`src/rtl/key_digit_reader.sv`:
```
// key_digit_reader
//   Reads two active-low push buttons and a 4-bit switch bank and builds a
//   six-digit BCD value, one digit per ENTER press, most significant digit
//   first. The result feeds the seven-segment encoders in place of constants.
//
//   Each key passes through a 2-flop synchroniser, a counter-based debouncer
//   and a falling-edge detector that yields a one-cycle press pulse. The press
//   pulses drive a two-state digit-entry FSM (ENTRY, DONE).
//
// Ports
//   clk         in   1   system clock, rising edge
//   reset       in   1   synchronous, active-high
//   switch      in   4   digit to load (binary, 0-9 legal); sampled in the
//                        press-pulse cycle only, not synchronised
//   key         in   2   buttons, active-low; key[0]=ENTER, key[1]=CLEAR
//   digits      out  24  six BCD nibbles, [23:20]=hex5 ... [3:0]=hex0
//   digit_ptr   out  3   index of the next digit to write, 5 down to 0
//   entry_done  out  1   high once all six digits are loaded
//   error       out  1   one-cycle pulse: ENTER with switch > 9
module key_digit_reader #(
    parameter int DEBOUNCE_CYCLES = 500000,
    parameter int CNT_W           = 19
) (
    input  logic        clk,
    input  logic        reset,
    input  logic [3:0]  switch,
    input  logic [1:0]  key,
    output logic [23:0] digits,
    output logic [2:0]  digit_ptr,
    output logic        entry_done,
    output logic        error
);

    localparam logic [CNT_W-1:0] CNT_LAST = CNT_W'(DEBOUNCE_CYCLES - 1);

    typedef enum logic {
        ENTRY = 1'b0,
        DONE  = 1'b1
    } state_t;

    function automatic logic is_bcd(input logic [3:0] d);
        return (d <= 4'd9);
    endfunction

    logic [1:0]       key_p0;
    logic [1:0]       key_p1;
    logic [CNT_W-1:0] cnt_p2 [2];
    logic [1:0]       deb_p2;
    logic [1:0]       deb_dly_p3;
    logic [1:0]       press_p3;

    state_t      state;
    state_t      state_n;
    logic [23:0] digits_n;
    logic [2:0]  ptr_n;
    logic        done_n;
    logic        error_n;
    logic        enter;
    logic        clear;

    // ---- stage p0/p1: two-flop synchroniser, idles at released (1) ----
    always_ff @(posedge clk) begin
        if (reset) begin
            key_p0 <= 2'b11;
            key_p1 <= 2'b11;
        end else begin
            key_p0 <= key;
            key_p1 <= key_p0;
        end
    end

    // ---- stage p2: debounce; a level is accepted only after it has
    //      disagreed with the current debounced level for DEBOUNCE_CYCLES
    //      consecutive cycles, any agreement restarts the count ----
    always_ff @(posedge clk) begin
        if (reset) begin
            for (int i = 0; i < 2; i++) begin
                cnt_p2[i] <= '0;
            end
            deb_p2 <= 2'b11;
        end else begin
            for (int i = 0; i < 2; i++) begin
                if (key_p1[i] == deb_p2[i]) begin
                    cnt_p2[i] <= '0;
                end else if (cnt_p2[i] == CNT_LAST) begin
                    deb_p2[i] <= key_p1[i];
                    cnt_p2[i] <= '0;
                end else begin
                    cnt_p2[i] <= cnt_p2[i] + 1'b1;
                end
            end
        end
    end

    // ---- stage p3: registered falling-edge detect -> one-cycle press ----
    always_ff @(posedge clk) begin
        if (reset) begin
            deb_dly_p3 <= 2'b11;
            press_p3   <= 2'b00;
        end else begin
            deb_dly_p3 <= deb_p2;
            press_p3   <= deb_dly_p3 & ~deb_p2;
        end
    end

    assign enter = press_p3[0];
    assign clear = press_p3[1];

    // ---- stage p4: digit-entry FSM and registered outputs ----
    always_ff @(posedge clk) begin
        if (reset) begin
            state      <= ENTRY;
            digits     <= 24'h000000;
            digit_ptr  <= 3'd5;
            entry_done <= 1'b0;
            error      <= 1'b0;
        end else begin
            state      <= state_n;
            digits     <= digits_n;
            digit_ptr  <= ptr_n;
            entry_done <= done_n;
            error      <= error_n;
        end
    end

    always_comb begin
        state_n  = state;
        digits_n = digits;
        ptr_n    = digit_ptr;
        done_n   = entry_done;
        error_n  = 1'b0;

        // CLEAR has priority; a simultaneous ENTER is dropped.
        if (clear) begin
            state_n  = ENTRY;
            digits_n = 24'h000000;
            ptr_n    = 3'd5;
            done_n   = 1'b0;
        end else if (enter) begin
            case (state)
                ENTRY: begin
                    if (is_bcd(switch)) begin
                        digits_n[{digit_ptr, 2'b00} +: 4] = switch;
                        if (digit_ptr == 3'd0) begin
                            state_n = DONE;
                            done_n  = 1'b1;
                        end else begin
                            ptr_n = digit_ptr - 3'd1;
                        end
                    end else begin
                        error_n = 1'b1;
                    end
                end
                DONE: begin
                    // Entry complete: further ENTER presses are ignored.
                end
                default: begin
                    state_n = ENTRY;
                end
            endcase
        end
    end

endmodule

```
`config.mk`:
```
export PLATFORM = sky130hd
export DESIGN_NAME = key_digit_reader
export DESIGN_NICKNAME = d
export VERILOG_FILES = /design/src/rtl/key_digit_reader.sv
export SDC_FILE = /design/constraint.sdc
export NUM_CORES = 1
export LEC_CHECK = 0
export CAP_MARGIN = 20
export CORE_MARGIN = 2
export CORE_UTILIZATION = 50
export CTS_BUF_LIST = sky130_fd_sc_hd__clkbuf_4
export CTS_CLUSTER_DIAMETER = 50
export DETAILED_ROUTE_END_ITERATION = 10
export HOLD_SLACK_MARGIN = 0.06
export MAX_ROUTING_LAYER = met4
export PLACE_DENSITY = 0.71
export SETUP_SLACK_MARGIN = 0.1
export SYNTH_ARGS = -nofsm -noshare
export SYNTH_HDL_FRONTEND = slang
export SYNTH_SLANG_ARGS = --single-unit
```
`constraint.sdc`:
```
create_clock -name clk -period 2.86 [get_ports clk]
set_input_delay 0.286 -clock clk [delete_from_list [all_inputs] [get_ports clk]]
set_output_delay 0.286 -clock clk [all_outputs]
set_load 0.005 [all_outputs]
```
==> run_results.csv <==
group,metric,value,unit
cells_and_area,area_delta_synth_final,22.05,%
clocking,cts.sinks,78,
setup_path,worstSetupEndpointType,"register",
cells_and_area,n_antenna_cell,0,
sta,fmax,424.1,MHz
placed_design,hpwl,5142,um
pwr,pwr_density_cell,482.5,nW/um^2
sta,finalCritPeriodShare,82.44,%
clocking,cts-resized-gates,0,
routing,postRouteAntennaNets,0,
floorplan,chipWidth,89.56,um
cells_and_area,multi_input_area,1765,sq um
setup_path,r2r_slack,500,ps
synth,synth_ff_type,"dfxtp_1",
routing,vias_per_cell,5.113,
pwr,ir_worst_vdd,307.6,uV
floorplan,core,7176,sq um
setup_path,cp_num_buf_inv,1,
placed_design,place_area,4278,sq um
setup_path,cp_num_cells,7,
routing,dr.pass1.iters,4,
routing,drt_iter0_drc,108,
cells_and_area,fin_area,4467,sq um
clocking,postCtsSetupRepairBufs,0,
global_route,gr-usage-all-layers,19.71,%
setup_path,cp_slowest_cell,"nor4_2",
synth,syn_area,3660,sq um
sta,rsz0062_at_grt,"false",
sta,tns,0,ps
synth,syn_inst,368,
global_route,grt_pass1_wl,11790,um
clocking,cts.htree.levels,3,
sta,setup_viol,0,
routing,drc,0,
placed_design,io_buffers,36,
run_status,outcome,"complete, no violations",
synth,yosys.area.top_type,"edfxtp_1",
hold_path,whs_path_depth,2,
setup_path,reg2reg_depth,7,
clocking,hold_buffers,0,
cells_and_area,fill_cells,621,
setup_path,path_cells,"inv_1 -> ha_1 -> ha_1 -> nand3b_1 -> nor4_2 -> mux2i_1 -> nor2_1",
clocking,cts_max_path_buffers,2,
synth,synth-seq-area-share,53.06,%
setup_path,crit_arrival,2660,ps
setup_path,required,3160,ps
run,drv_cap,0,
setup_path,cp_common_cell,"ha_1",
clocking,clk_latency,420,ps
routing,wl_per_cell,12.62,um
cells_and_area,final_nets,460,
clocking,cts-buffers-inserted,9,
sta,slew_violations,0,
placed_design,gp_congestion,0.8055,
setup_path,crit_family,"simple AND/OR/NAND/NOR gates",
setup_path,crit_fanout,10,
cells_and_area,drive_gt1_share,7.080,%
global_route,grt_max_degree,22,
sta,skew,13.74,ps
routing,routed_wl,6956,um
synth,ys_warn_count,0,
floorplan,initial_core_util,51.00,%
routing,vias,2817,
sta,hold_violations,0,
global_route,antenna_found_initial,0,
synth,synth_top_cell_area_share,31.18,%
setup_path,slowest_delay,570,ps
setup_path,critPathLaunchType,"register",
cells_and_area,seq_area,1942,sq um
clocking,cts-root-buf,"clkbuf_4",
sta,worst_pin_slew,795.1,ps
pwr,total_leakage_power,0.001565,uW
synth,synth_top_cells_by_area,"edfxtp_1, dfxtp_1, nor2_1",
synth,syn_area_per_cell,9.945,sq um
clocking,clkSlewWorstSetupHoldPaths,120,ps
clocking,cts_tree,"yes",
floorplan,rows,31,
sta,relSlewSlack,46.51,%
floorplan,die_area,8020,sq um
synth,async_flop_share,0,%
sta,min_period,2358,ps
global_route,grt_pass1_vias,2654,
floorplan,io_pins,37,
pwr,p_total,2155,uW
hold_path,hp-class,"in2reg",
synth,ys_types,44,
floorplan,die_h,89.56,um
synth,ys_seq_elements,78,
synth,synth_edf_count,38,
setup_path,critPathKind,"reg2reg",
global_route,globalRoute.totalOverflow,0,
==> registers in the layout, indices dropped and copies added, names as in the netlist, 2 cells and up <==
register	count
cnt_p2	38
digits	24
digit_ptr	3
deb_dly_p3	2
deb_p2	2
key_p0	2
key_p1	2
press_p3	2
==> area by class of cell <==
type | instances | area share (%)
inverter | 13 | 1.092
sequential | 78 | 43.47
clock inverter | 7 | 2.717
clock buffer | 9 | 1.513
timing repair buffer | 41 | 8.908
tap | 99 | 2.773
multi-input combinational | 304 | 39.52
==> power by group <==
| group | internal [uW] | total, uW | switching, uW |
|---|---|---|---|
| combinational | 36.8 | 88.0 | 51.2 |
| clock | 447 | 840 | 393 |
| sequential | 1200 | 1230 | 31.4 |
==> metrics by stage <==
| step | util, % | setup slack [ps] | std cells | hold slack [ps] |
|---|---|---|---|---|
| detailed placement | 59.62 | 542.3 | 535 | 399.8 |
| global placement | 59.62 | 639.9 | 535 | 397.3 |
| finish | 62.25 | 502.2 | 551 | 424.2 |
| global route | 62.25 | 246.0 | 551 | 400.8 |
| CTS | 62.25 | 506.2 | 551 | 400.7 |
| floorplan | - | 651.6 | 405 | 389.5 |
==> logic make-up after synthesis <==
kind of cell | Yosys count | synth area share (%)
other | 1 | 0.1025
flip-flops | 78 | 53.06
adder cells (fa/ha/maj) | 5 | 1.709
AND/OR/NAND/NOR | 182 | 25.74
AO/OA/AOI/OAI | 30 | 4.581
XOR/XNOR | 32 | 7.658
buffers and inverters | 23 | 2.496
multiplexers | 17 | 4.649
==> metal layers <==
layer	vias to the layer above	track usage, %	routed length [um]
li1	1437	-	-
met1	1314	24.54	3205
met2	56	31.95	3357
met3	10	3.324	270
met4	0	7.734	122
met5	-	-	0
==> cells in the final DEF (no fill, tap or decap), types with 10 or more instances in the layout <==
| cell | synthesis | routed |
|---|---|---|
| xnor2_1 | 26 | 26 |
| nor4_1 | 11 | 11 |
| edfxtp_1 | 38 | 38 |
| clkdlybuf4s50_1 | 0 | 36 |
| conb_1 | 1 | 38 |
| nand2_1 | 23 | 23 |
| nor3_1 | 11 | 11 |
| mux2i_1 | 17 | 17 |
| o21ai_0 | 10 | 10 |
| nand4_1 | 11 | 11 |
| inv_1 | 13 | 13 |
| nand3_1 | 23 | 23 |
| dfxtp_1 | 40 | 40 |
| a21oi_1 | 10 | 10 |
| nor2_1 | 66 | 66 |
==> cell usage after synthesis (2+ instances only) <==
| library cell | number |
|---|---|
| nor2_1 | 66 |
| and3_1 | 2 |
| or4_1 | 4 |
| inv_1 | 13 |
| xor2_1 | 6 |
| edfxtp_1 | 38 |
| o21ai_0 | 10 |
| nor4bb_1 | 3 |
| a21oi_1 | 10 |
| xnor2_1 | 26 |
| or2_2 | 6 |
| a211oi_1 | 2 |
| nand3_1 | 23 |
| nand4b_1 | 2 |
| nor3_1 | 11 |
| nand4_1 | 11 |
| buf_2 | 4 |
| dfxtp_1 | 40 |
| and4_1 | 2 |
| nand2_1 | 23 |
| and2_1 | 2 |
| nand3b_1 | 2 |
| nor4b_1 | 3 |
| nand2b_1 | 2 |
| o21ai_1 | 3 |
| ha_1 | 5 |
| mux2i_1 | 17 |
| clkbuf_1 | 6 |
| nor4_1 | 11 |
==> final timing paths <==
| check | start | end |
|---|---|---|
| min reg2reg | key_p0[1]$_SDFF_PP1_ | key_p1[1]$_SDFF_PP1_ |
| min | key[0] | key_p0[0]$_SDFF_PP1_ |
| max reg2reg | digit_ptr[0]$_SDFFE_PP1P_ | digits[9]$_SDFFE_PP0P_ |
| max | digit_ptr[0]$_SDFFE_PP1P_ | digits[9]$_SDFFE_PP0P_ |
Note: power is estimated with default switching activity, not from simulation.
